--- config.mk ---
export PLATFORM = sky130hd
export DESIGN_NAME = interval_timer
export DESIGN_NICKNAME = d
export VERILOG_FILES = /design/src/rtl/interval_timer.sv
export SDC_FILE = /design/constraint.sdc
export NUM_CORES = 1
export LEC_CHECK = 0
export BUFFER_PORTS_ARGS = -buffer_cell sky130_fd_sc_hd__clkbuf_2
export CAP_MARGIN = 20
export CORE_AREA = 8 8 70 72
export DETAILED_ROUTE_END_ITERATION = 8
export DIE_AREA = 0 0 78 80
export GPL_ROUTABILITY_DRIVEN = 0
export PLACE_DENSITY = 0.82
export SLEW_MARGIN = 0
export SYNTH_ARGS = -nofsm -noshare
export SYNTH_HDL_FRONTEND = slang
export SYNTH_SLANG_ARGS = --single-unit
--- constraint.sdc ---
create_clock -name clock -period 7.3 [get_ports clock]
set_clock_uncertainty 0.05 [all_clocks]
set_input_delay 0.365 -clock clock [delete_from_list [all_inputs] [get_ports clock]]
set_output_delay 0.365 -clock clock [all_outputs]
set_load 0.1 [all_outputs]
--- src/rtl/interval_timer.sv ---
// Countdown timer for the traffic-light controller: loads one of three
// programmable lengths on start_timer and pulses expired after that many seconds.
module interval_timer #(
  parameter int unsigned CLK_PER_SEC = 50000000,
  parameter int unsigned VAL_W       = 4,
  parameter int unsigned DEF_BASE    = 6,
  parameter int unsigned DEF_EXT     = 3,
  parameter int unsigned DEF_YEL     = 2
) (
  input  logic             clock,
  input  logic             reset,
  input  logic             start_timer,
  input  logic [1:0]       interval,
  input  logic             prog_sync,
  input  logic [1:0]       time_param_sel,
  input  logic [VAL_W-1:0] time_value,
  output logic             expired,
  output logic             one_hz,
  output logic [VAL_W-1:0] remaining
);

  localparam int unsigned PRE_W = (CLK_PER_SEC > 1) ? $clog2(CLK_PER_SEC) : 1;

  typedef enum logic [1:0] {
    SEL_BASE = 2'b00,
    SEL_EXT  = 2'b01,
    SEL_YEL  = 2'b10,
    SEL_NONE = 2'b11
  } sel_e;

  logic [PRE_W-1:0] prescaler;
  logic [VAL_W-1:0] base_len;
  logic [VAL_W-1:0] ext_len;
  logic [VAL_W-1:0] yel_len;
  logic             active;
  logic             tick;
  logic [VAL_W-1:0] prog_value;
  logic [VAL_W-1:0] start_value;
  sel_e             prog_sel;
  sel_e             start_sel;

  assign tick = (prescaler == PRE_W'(CLK_PER_SEC - 1));

  always_comb begin
    prog_value = (time_value == '0) ? VAL_W'(1) : time_value;
    prog_sel   = sel_e'(time_param_sel);
    start_sel  = (interval == 2'b11) ? SEL_BASE : sel_e'(interval);
    case (start_sel)
      SEL_EXT: start_value = ext_len;
      SEL_YEL: start_value = yel_len;
      default: start_value = base_len;
    endcase
    // A write landing on the same edge as the start is visible to that start.
    if (prog_sync && (prog_sel == start_sel)) begin
      start_value = prog_value;
    end
  end

  always_ff @(posedge clock or posedge reset) begin
    if (reset) begin
      prescaler <= '0;
      base_len  <= VAL_W'(DEF_BASE);
      ext_len   <= VAL_W'(DEF_EXT);
      yel_len   <= VAL_W'(DEF_YEL);
      remaining <= '0;
      active    <= 1'b0;
      expired   <= 1'b0;
      one_hz    <= 1'b0;
    end else begin
      one_hz    <= tick;
      expired   <= 1'b0;
      prescaler <= (start_timer || tick) ? '0 : prescaler + PRE_W'(1);

      if (prog_sync) begin
        case (prog_sel)
          SEL_BASE: base_len <= prog_value;
          SEL_EXT:  ext_len  <= prog_value;
          SEL_YEL:  yel_len  <= prog_value;
          default:  ;
        endcase
      end

      if (start_timer) begin
        remaining <= start_value;
        active    <= 1'b1;
      end else if (prog_sync) begin
        remaining <= '0;
        active    <= 1'b0;
      end else if (active && tick) begin
        if (remaining == VAL_W'(1)) begin
          active  <= 1'b0;
          expired <= 1'b1;
        end
        remaining <= remaining - VAL_W'(1);
      end
    end
  end

endmodule

==> impl_results.md <==
* Overall global routing resource usage at 15.2%
* Setup repair after global routing missed its margin: no
* Synthesis warning total at 0
* Leading cell types by total area after synthesis: dfrtp_1 (43%), xor2_1 (6.4%), dfstp_2 (5.6%)
* Number of buffers inserted for hold repair after clock tree synthesis at 0
* Height of the die at 80 µm
* Average wire length per cell after detail routing at 14.7 µm
* DRC violations left at 0
* Proportion of netlist area held by the largest area contributor at 42.9%
* Category of the worst setup path launch point: flop
* Critical-path maximum fanout at 24
* Post-Synthesis Cell Area at 0.00233 mm²
* Synth Instances at 225
* Vias at 1667
* Combinational group share of total power at 15.8%
* # fillers at 320
* Sw Ratio at 27.4%
* Post-synth EDFFs at 0
* Mux contribution to synthesized area at 6.12%
* Post-Syn Nets at 244
* Crit path to: prescaler[16]
* CP max stage delay at 0.65 ns
* Compound-cell area share of the yosys netlist at 4.94%
* Fin Hold WS at 0.115 ns
* First-pass GRT wire length at 7650 µm
* Worst-case register-to-register setup slack at 4.57 ns
* Largest family of logic cells by synthesized area: simple AND/OR/NAND/NOR gates
* Highest attainable clock frequency at 366 MHz
* Iteration-0 DRC count of the detailed router at 133
* Required arrival time at the worst endpoint at 7.40 ns
* Transition time at the pin with the least slew margin at 1.01 ns
* Biggest area consumer among synthesized cells: dfrtp_1
* Deepest level of the CTS H-tree at 2
* Hold Fails Final Rpt at 0
* I/O pin total at 18
* Area share of and/or/nand/nor cells after synthesis at 22.6%
* Synth Area in XOR/XNOR at 10.5%
* Pwr Density at 222 mW/mm²
* Status: complete, no violations
* Proportion of synthesized chip area in sequential cells at 48.6%
* Number of placed cells counting well taps at 288
* Sum of buffers and inverters on the critical path at 0
* HPWL reported at the end of detailed placement at 3120 µm
* Synthesis-to-layout area growth at 9.55%
* Router iterations before antenna repair at 4
* Core outline area at 0.00386 mm²
* Total grt overflow at 0
* Effective utilization at floorplan at 60.5%
* Clock latency on the worst-skew pair at 0.30 ns
* CTS tree: done
* Largest buffer count on any clock path at 2
* Ordered list of cells on the worst path: or4_1, or4_4, nor3_2, or2_1, nor2_1
* Adder-cell area share of the yosys netlist at 3.76%
* Initial antenna violation count at 0
* Via count of the first global-routing pass at 1700
* Ys flop type: dfrtp_1
* Post-layout nets at 264
* Slowest cell on the critical path: or2_1
* Worst r2r dst: prescaler[16]
* Pin count of the biggest net entering global routing at 46
* Proportion of power drawn by the clock network at 34.4%
* FF+latch count, synth at 45
* Max_cap viols at 0
* Crit. End Element: flop
* Asr flop ratio synth at 100%
* Static leakage power at 0.00114 µW
* Final Critical Period at 2.73 ns
* Slew Limit Fails at 0
* Die extent in x at 78 µm
* Internal power at 411 µW
* VDD IR max at 0.130 mV
* Total Neg Setup Slack at 0 ns
* Number of buffers inserted to repair setup after CTS at 0
* Aggregate routed wire length at 4350 µm
* Non-filler cells, final at 296
* Overall power at 567 µW
* Clock edge transition at the registers on the reported setup and hold paths at 0.09 ns
* Detailed-route vias per instance at 5.63
* CP Launch Point: prescaler[10]
* Buffer cell driving the clock tree root: clkbuf_8
* Number of antenna diodes at 0
* Number of nets with antenna violations after detailed routing at 0
* Final period utilization at 37.4%
* Kind of cell with the highest combined delay on the critical path: simple AND/OR/NAND/NOR gates
* Mean post-synth cell area at 10.4 µm²
* Net switching component of the power at 156 µW
* Headroom to the max-slew limit at 31.9%
* Setup Crit Path Kind: reg2reg
* Critical path depth in cells at 5
* R2R depth at 5
* Source of the worst register-to-register timing path: prescaler[10]
* Number of library cell types mapped by synthesis at 40
* Sink count of the clock tree at 45
* Post-CTS sizing at 0
* Number of buffers created by CTS at 5
* Share of final-layout standard cells stronger than drive strength 1 at 19.1%
* Port buffer count at 17
* Die area at 0.00624 mm²
* Data arrival, critical path at 2.83 ns
* Final setup violation count at 0
* Standard-cell rows at 23
* Worst hold-check path type: in2async
* Sequential share of power at 49.8%
## tightest hold or removal path, cell delays in order
cell and delay [ns]:
clkbuf_2 0.08, clkinv_1 0.03, buf_4 0.45
## layout by cell type, fill, tap and decap left out, drive strengths merged
master,instances
nand2b,2
clkinv,1
nand2,15
o211a,1
nor4,3
dfstp,5
inv,8
xor2,17
clkbuf,24
o22ai,3
a31oi,1
and4,1
bufinv,1
or4,2
xnor2,11
nand3b,3
nor4b,1
a21oi,2
nor3,7
nand4,9
or4b,1
ha,7
and3,3
or3,2
nor3b,1
buf,1
mux2i,3
nand3,11
o21ai,8
dfrtp,40
or3b,1
or2,2
mux2,10
a22oi,4
nor2,35
## power groups by stage
stage / combinational (µW) / sequential, µW / clock [µW]
2_1_floorplan: 47.1 / 310 / 0
3_3_place_gp: 88.3 / 286 / 0
3_5_place_dp: 90.0 / 287 / 0
4_1_cts: 90.5 / 282 / 199
5_1_grt: 98.4 / 285 / 205
6_report: 89.7 / 282 / 195
## flip-flops by register name, summed over array words and instances, names as in the netlist
name / flops
one_hz: 1
active: 1
expired: 1
remaining: 4
base_len: 4
yel_len: 4
prescaler: 26
ext_len: 4
## synthesized netlist by cell type (4+ instances only)
library cell  instances
nor2_1               35
dfstp_2               5
nand3_1              11
inv_1                 9
mux2_2               10
xor2_1               17
xnor2_1              11
nand4_1               9
nand2_1              15
dfrtp_1              40
a22oi_1               4
nor3_1                5
ha_1                  7
o21ai_0               8
## per-layer routing
layer	up-vias	part of all wire (%)	track usage, %
met4	0	1.7	6.30
li1	811	-	-
met1	824	47	18.1
met2	24	48	25.7
met3	8	3.8	3.72
met5	-	0	0
## cells by family (layout without fill, tap and decap cells)
group,count (synthesis),in the layout
flops,45,45
compound gates,19,19
mux,13,13
fa+ha+maj,7,7
xor+xnor,28,28
simple gates,99,99
buf+inv,14,35
## stage by stage
stage / setup WS, ns / util [%] / cell area, µm²
5_1_grt: 4.37 / 66.3 / 2550
6_report: 4.57 / 66.3 / 2550
3_5_place_dp: 4.55 / 63.2 / 2440
4_1_cts: 4.53 / 66.3 / 2550
3_3_place_gp: 4.62 / 63.2 / 2440
2_1_floorplan: 4.98 / - / 2330
## how the worst min path moves through the flow
stage,from,to,slack (ns),cells after the start
CTS,reset,prescaler[2],0.14,3
floorplan,start_timer,prescaler[4],0.38,1
global route,reset,prescaler[20],0.18,3
global placement,yel_len[0],yel_len[0],0.42,2
detailed placement,yel_len[0],yel_len[0],0.43,2
finish,reset,prescaler[2],0.12,3
## layout make-up
cell class              count  area (µm²)  share of cell area (%)
flip-flops and latches     45        1130                    44.3
clock inverters             1        30.0                    1.18
clock buffers               7        86.3                    3.38
multi-input cells         166        1120                    43.7
well taps                  50        62.6                    2.45
inverters                   9        33.8                    1.32
repair buffers             18        92.6                    3.62
Power figures use the tool's default switching activity.
